File: src/rtl/mdu_iter.sv
// rtl/mdu_iter.sv - iterative signed/unsigned multiply/divide unit for the EX stage
//
// Ports:
//   clk, rst                 clock, synchronous active-high reset
//   start_i, op_i            request and opcode (00 MUL, 01 MULU, 10 DIV, 11 DIVU)
//   opdata1_i, opdata2_i     multiplicand/dividend, multiplier/divisor
//   annul_i                  flush: abandons the operation in flight
//   result_o                 {hi, lo}: full product, or {remainder, quotient}
//   ready_o                  one-cycle pulse when result_o is updated
//   div_zero_o               divisor was zero (valid with ready_o)
//   busy_o                   iterating
//   stallreq_o               hold the pipeline while an operation is pending

module mdu_iter #(
    parameter int WIDTH = 32,
    parameter int CNT_W = $clog2(WIDTH) + 1
) (
    input  logic                 clk,
    input  logic                 rst,
    input  logic                 start_i,
    input  logic [1:0]           op_i,
    input  logic [WIDTH-1:0]     opdata1_i,
    input  logic [WIDTH-1:0]     opdata2_i,
    input  logic                 annul_i,
    output logic [2*WIDTH-1:0]   result_o,
    output logic                 ready_o,
    output logic                 div_zero_o,
    output logic                 busy_o,
    output logic                 stallreq_o
);

    typedef enum logic [1:0] {
        S_IDLE = 2'd0,
        S_BUSY = 2'd1,
        S_DONE = 2'd2
    } state_t;

    state_t             state;
    logic [CNT_W-1:0]   cnt;
    logic               op_div_r;   // 1: divide, 0: multiply
    logic               neg_lo_r;   // negate product (MUL) or quotient (DIV)
    logic               neg_hi_r;   // negate remainder (DIV)
    logic               dz_r;
    logic [WIDTH-1:0]   opnd_r;     // multiplicand or divisor magnitude
    logic [WIDTH-1:0]   acc_hi;     // MUL: running partial product; DIV: partial remainder
    logic [WIDTH-1:0]   acc_lo;     // MUL: multiplier bits shifting out; DIV: dividend in / quotient out

    // Operand magnitudes at acceptance time
    logic               signed_op;
    logic               a_neg;
    logic               b_neg;
    logic [WIDTH-1:0]   abs_a;
    logic [WIDTH-1:0]   abs_b;
    logic               accept;

    // One iteration of each algorithm
    logic [WIDTH:0]     mul_sum;
    logic [WIDTH:0]     div_shift;
    logic               div_ge;
    logic [WIDTH-1:0]   div_sub;

    // Sign fix-up applied when the result is registered
    logic [2*WIDTH-1:0] prod_fix;
    logic [WIDTH-1:0]   quot_fix;
    logic [WIDTH-1:0]   rem_fix;

    always_comb begin
        signed_op = ~op_i[0];
        a_neg     = signed_op & opdata1_i[WIDTH-1];
        b_neg     = signed_op & opdata2_i[WIDTH-1];
        abs_a     = a_neg ? (~opdata1_i + 1'b1) : opdata1_i;
        abs_b     = b_neg ? (~opdata2_i + 1'b1) : opdata2_i;
        accept    = (state == S_IDLE) & start_i & ~annul_i;
    end

    always_comb begin
        // Shift-add: add the multiplicand when the current multiplier bit is set,
        // then the carry and sum shift right into the product register.
        mul_sum   = {1'b0, acc_hi} + (acc_lo[0] ? {1'b0, opnd_r} : {(WIDTH+1){1'b0}});
        // Restoring: bring the next dividend bit into the partial remainder and
        // subtract the divisor if it fits. The true difference is below the
        // divisor, so a WIDTH-bit subtraction is exact.
        div_shift = {acc_hi, acc_lo[WIDTH-1]};
        div_ge    = div_shift >= {1'b0, opnd_r};
        div_sub   = div_shift[WIDTH-1:0] - opnd_r;
    end

    always_comb begin
        prod_fix = neg_lo_r ? (~{acc_hi, acc_lo} + 1'b1) : {acc_hi, acc_lo};
        quot_fix = neg_lo_r ? (~acc_lo + 1'b1) : acc_lo;
        rem_fix  = neg_hi_r ? (~acc_hi + 1'b1) : acc_hi;
    end

    assign stallreq_o = accept | (state == S_BUSY);

    always_ff @(posedge clk) begin
        if (rst) begin
            state      <= S_IDLE;
            cnt        <= '0;
            op_div_r   <= 1'b0;
            neg_lo_r   <= 1'b0;
            neg_hi_r   <= 1'b0;
            dz_r       <= 1'b0;
            opnd_r     <= '0;
            acc_hi     <= '0;
            acc_lo     <= '0;
            result_o   <= '0;
            ready_o    <= 1'b0;
            div_zero_o <= 1'b0;
            busy_o     <= 1'b0;
        end else begin
            ready_o <= 1'b0;
            case (state)
                S_IDLE: begin
                    if (accept) begin
                        op_div_r   <= op_i[1];
                        div_zero_o <= 1'b0;
                        cnt        <= CNT_W'(WIDTH);
                        if (op_i[1] && (opdata2_i == '0)) begin
                            // Divide by zero skips iteration; clearing the sign
                            // flags makes the fix-up pass the raw values through.
                            dz_r     <= 1'b1;
                            neg_lo_r <= 1'b0;
                            neg_hi_r <= 1'b0;
                            acc_hi   <= opdata1_i;
                            acc_lo   <= '1;
                            opnd_r   <= '0;
                            state    <= S_DONE;
                        end else begin
                            dz_r     <= 1'b0;
                            neg_lo_r <= a_neg ^ b_neg;
                            neg_hi_r <= a_neg;
                            acc_hi   <= '0;
                            acc_lo   <= op_i[1] ? abs_a : abs_b;
                            opnd_r   <= op_i[1] ? abs_b : abs_a;
                            busy_o   <= 1'b1;
                            state    <= S_BUSY;
                        end
                    end
                end

                S_BUSY: begin
                    if (annul_i) begin
                        busy_o <= 1'b0;
                        state  <= S_IDLE;
                    end else begin
                        if (op_div_r) begin
                            acc_hi <= div_ge ? div_sub : div_shift[WIDTH-1:0];
                            acc_lo <= {acc_lo[WIDTH-2:0], div_ge};
                        end else begin
                            acc_hi <= mul_sum[WIDTH:1];
                            acc_lo <= {mul_sum[0], acc_lo[WIDTH-1:1]};
                        end
                        cnt <= cnt - 1'b1;
                        if (cnt == CNT_W'(1)) begin
                            busy_o <= 1'b0;
                            state  <= S_DONE;
                        end
                    end
                end

                S_DONE: begin
                    // start_i is ignored here; annul suppresses the result
                    state <= S_IDLE;
                    if (!annul_i) begin
                        ready_o    <= 1'b1;
                        div_zero_o <= dz_r;
                        result_o   <= op_div_r ? {rem_fix, quot_fix} : prod_fix;
                    end
                end

                default: begin
                    busy_o <= 1'b0;
                    state  <= S_IDLE;
                end
            endcase
        end
    end

endmodule

File: config.mk
export PLATFORM = sky130hd
export DESIGN_NAME = mdu_iter
export DESIGN_NICKNAME = d
export VERILOG_FILES = /design/src/rtl/mdu_iter.sv
export SDC_FILE = /design/constraint.sdc
export NUM_CORES = 1
export LEC_CHECK = 0
export CAP_MARGIN = 25
export CORE_ASPECT_RATIO = 1.5
export CORE_MARGIN = 5
export CORE_UTILIZATION = 30
export CTS_BUF_LIST = sky130_fd_sc_hd__clkbuf_4
export DETAILED_ROUTE_END_ITERATION = 8
export GPL_ROUTABILITY_DRIVEN = 0
export PLACE_DENSITY_LB_ADDON = 0.05
export RECOVER_POWER = 100
export SLEW_MARGIN = 20
export SYNTH_ARGS = -nofsm -noshare
export SYNTH_HDL_FRONTEND = slang
export SYNTH_SLANG_ARGS = --single-unit
File: constraint.sdc
create_clock -name clk -period 3.83 [get_ports clk]
set_clock_uncertainty 0.2 [all_clocks]
set_input_delay 0.9575 -clock clk [delete_from_list [all_inputs] [get_ports clk]]
set_output_delay 0.9575 -clock clk [all_outputs]
set_load 0.03 [all_outputs]
==> flow_summary.toml <==
[status]
status = "finished, violations left"
failed_checks = "max-capacitance violations, max-slew violations"

[synth]
ys_top_cells_by_area = "dfxtp_1 24%, a21oi_1 7.0%, nor2_1 6.2%"
yosys-mux-area-fraction_pct = 4.01
yosys_warnings = 0
synth_edf_count = 0
yosysMostFrequentCell = "nor2_1"
synthArstFlopShare_pct = 0
yosys_most_used_dff = "dfxtp_1"
yosys.area_share.adder_pct = 6.35
synth_top_family_by_area = "compound AO/OA/AOI/OAI gates"
yosysTopAreaCellShare_pct = 24.3
synth_compound_area_share_pct = 27.8
yosysTopAreaCell = "dfxtp_1"
synth_area_um2 = 14400
synthCells = 1970
ys_types = 75
syn-num-nets = 2112
avgSynthCellArea_um2 = 7.33
synth_common_cells = "237 x nor2_1, 201 x a21oi_1, 189 x nand2_1"
synth_xor_area_share_pct = 10.1
synthSimpleGateAreaFrac_pct = 22.3
ys_seq_elements = 175
yosysSeqAreaShare_pct = 24.3

[clock_network]
cts.reportedPaths.clkPinSlew_ps = 190
cts_root_buffer = "clkbuf_4"
cts_tree = "yes"
htree_levels = 4
clock_sinks = 175
clockBufferDepth = 2
cts_made_buffers = 17
worstSkewPairLatency_ps = 700
post_cts_buffers = 0
hold_buffers = 0

[placement]
io_buffers = 137
hpwl_um = 53200

[routing]
vias = 15900
avgViaCountPerCell = 5.50
firstDrtPassIters = 5
drc_errors = 0
antenna_left = 0
routedWlPerCell_um = 22.8
first_iter_violations = 1096
wl_um = 65900

[sta]
finalSetupViolations = 0
rsz0062_at_grt = "false"
fin_crit_sh_pct = 94.8
setup_tns_ps = 0
relSlewSlack_pct = -30.2
tightest_slew_ps = 1950
hold_viol_final = 0
min_period_ps = 3630
max_freq_mhz = 276
slew_violations = 40

[floorplan]
io-pin-count = 138
core_um2 = 47700
die_w_um = 189
initial_core_util_pct = 30.3
die_h_um = 279
core.rowCount = 98
dieArea_um2 = 52700

[setup_path]
worstSetupStartpointType = "register"
end_kind = "register"
criticalPathCategory = "reg2reg"
crit_path_max_fanout = 4
worstPathRequired_ps = 4220
arrival_ps = 4020

[global_route]
grt_max_degree = 91
busiest_layer = "met2"
overflow = 0
antenna_found_initial = 1
grt_first_pass_wirelength_um = 97900
grt_pass1_vias = 15600
grtUsageMet1_pct = 28.3
grtUsageTotal_pct = 24.3
grt_use_met3_pct = 2.10
use_met2_pct = 44.2

[power]
ir_worst_vdd_mv = 0.197
p_per_area_nw_per_um2 = 385
finalPower_mw = 7.11
p_leak_nw = 7.37

[worst_hold_path]
hp-class = "reg2reg"

[cells_and_area]
synthToLayoutAreaGrowth_pct = 28.1
fin_nets = 2418
fillers = 5078
drive_above_1_share_pct = 14.7

[job]
cap_violations = 2
[report_power, final]
part | switching, mW | internal (mW)
combinational | 2.23 | 1.56
sequential | 0.146 | 1.98
clock | 0.893 | 0.305
[cells by family (layout without fill, tap and decap cells)]
logic type | count (synthesis) | after routing
mux | 56 | 56
xor+xnor | 167 | 167
buf+inv | 187 | 506
flops | 175 | 175
fa+ha+maj | 72 | 72
compound gates | 631 | 631
other cells | 0 | 1
simple gates | 682 | 682
[per-layer routing]
| layer | vias to the layer above | routed length (um) |
|---|---|---|
| li1 | 7800 | - |
| met1 | 7476 | 26400 |
| met2 | 483 | 33100 |
| met3 | 122 | 2630 |
| met4 | 0 | 3760 |
| met5 | - | 0 |
[what timing repair did]
action                                  CTS  global route
gates resized for setup                   4             7
endpoints found under the setup margin    5             8
hold endpoints to repair                  0             0
[area by class of cell]
cell class	instances	area (um^2)	area share, %
sequential	175	3500	19.0
antenna	1	2.50	0.0135
inverter	61	229	1.24
clock inverter	15	173	0.934
clock buffer	17	128	0.690
tap	600	751	4.06
multi-input combinational	1608	10200	55.3
timing repair buffer	413	3470	18.8
[worst paths after layout]
check | start | to | slack (ps) | depth (start not counted)
worst max register to register | acc_lo[0] | acc_hi[30] | 200 | 15
worst min-delay path | result_o[58] | result_o[58] | 260 | 2
worst max-delay path | acc_lo[0] | acc_hi[30] | 200 | 15
worst min register to register | result_o[58] | result_o[58] | 260 | 2
[flip-flops by register name, summed over array words and instances (netlist names), 2 cells and up]
name      flops
state         2
opnd_r       32
result_o     64
acc_hi       32
cnt           6
acc_lo       32
[metrics by stage]
stage / worst slack (ps) / cells / util (%) / instance area (um^2) / hold WS [ps]
after CTS: 58.3 / 2889 / 39.0 / 18600 / 266
after global placement: -353 / 2857 / 38.3 / 18300 / 244
after global routing: 11.4 / 2890 / 38.8 / 18500 / 285
after detailed placement: -349 / 2857 / 38.3 / 18300 / 247
final: 201 / 2890 / 38.8 / 18500 / 258
after floorplan: 382 / 1970 / - / 14400 / 232
[cells in the final DEF, fill, tap and decap left out, types with 11 or more instances in the layout]
cell type        instances
a211oi_1                56
nor2_1                 238
or3_1                   16
or4_1                   15
nand2b_1                25
a22o_1                  18
buf_4                  248
xor2_1                  94
nor3_1                  54
a221oi_1                20
o31ai_1                 24
a31oi_1                 13
o32ai_1                 12
dlygate4sd3_1           68
nor2b_1                 11
nand2_1                190
ha_1                    70
and2_1                  11
nor4_1                  22
clkdlybuf4s50_1         66
clkbuf_4                18
clkbuf_1                16
mux2i_1                 41
and3_1                  16
a21oi_1                199
a21o_1                  20
o21ai_0                146
inv_1                   61
mux2_2                  15
o41ai_1                 14
nand4_1                 15
a311oi_1                23
nand3_1                 33
dfxtp_1                174
xnor2_1                 73
[worst max-delay path, stage by stage, from the launching register on]
cell and delay (ps):
dfxtp_1 450, inv_1 140, nor2_1 220, ha_1 280
a211oi_1 310, o21ai_0 200, buf_4 180, o21bai_2 200
a31o_2 250, o31ai_1 80, buf_4 150, a311oi_1 250
clkbuf_1 190, xnor2_1 80, a221oi_1 260, o2bb2ai_1 80
(Power assumes the default switching activity.)
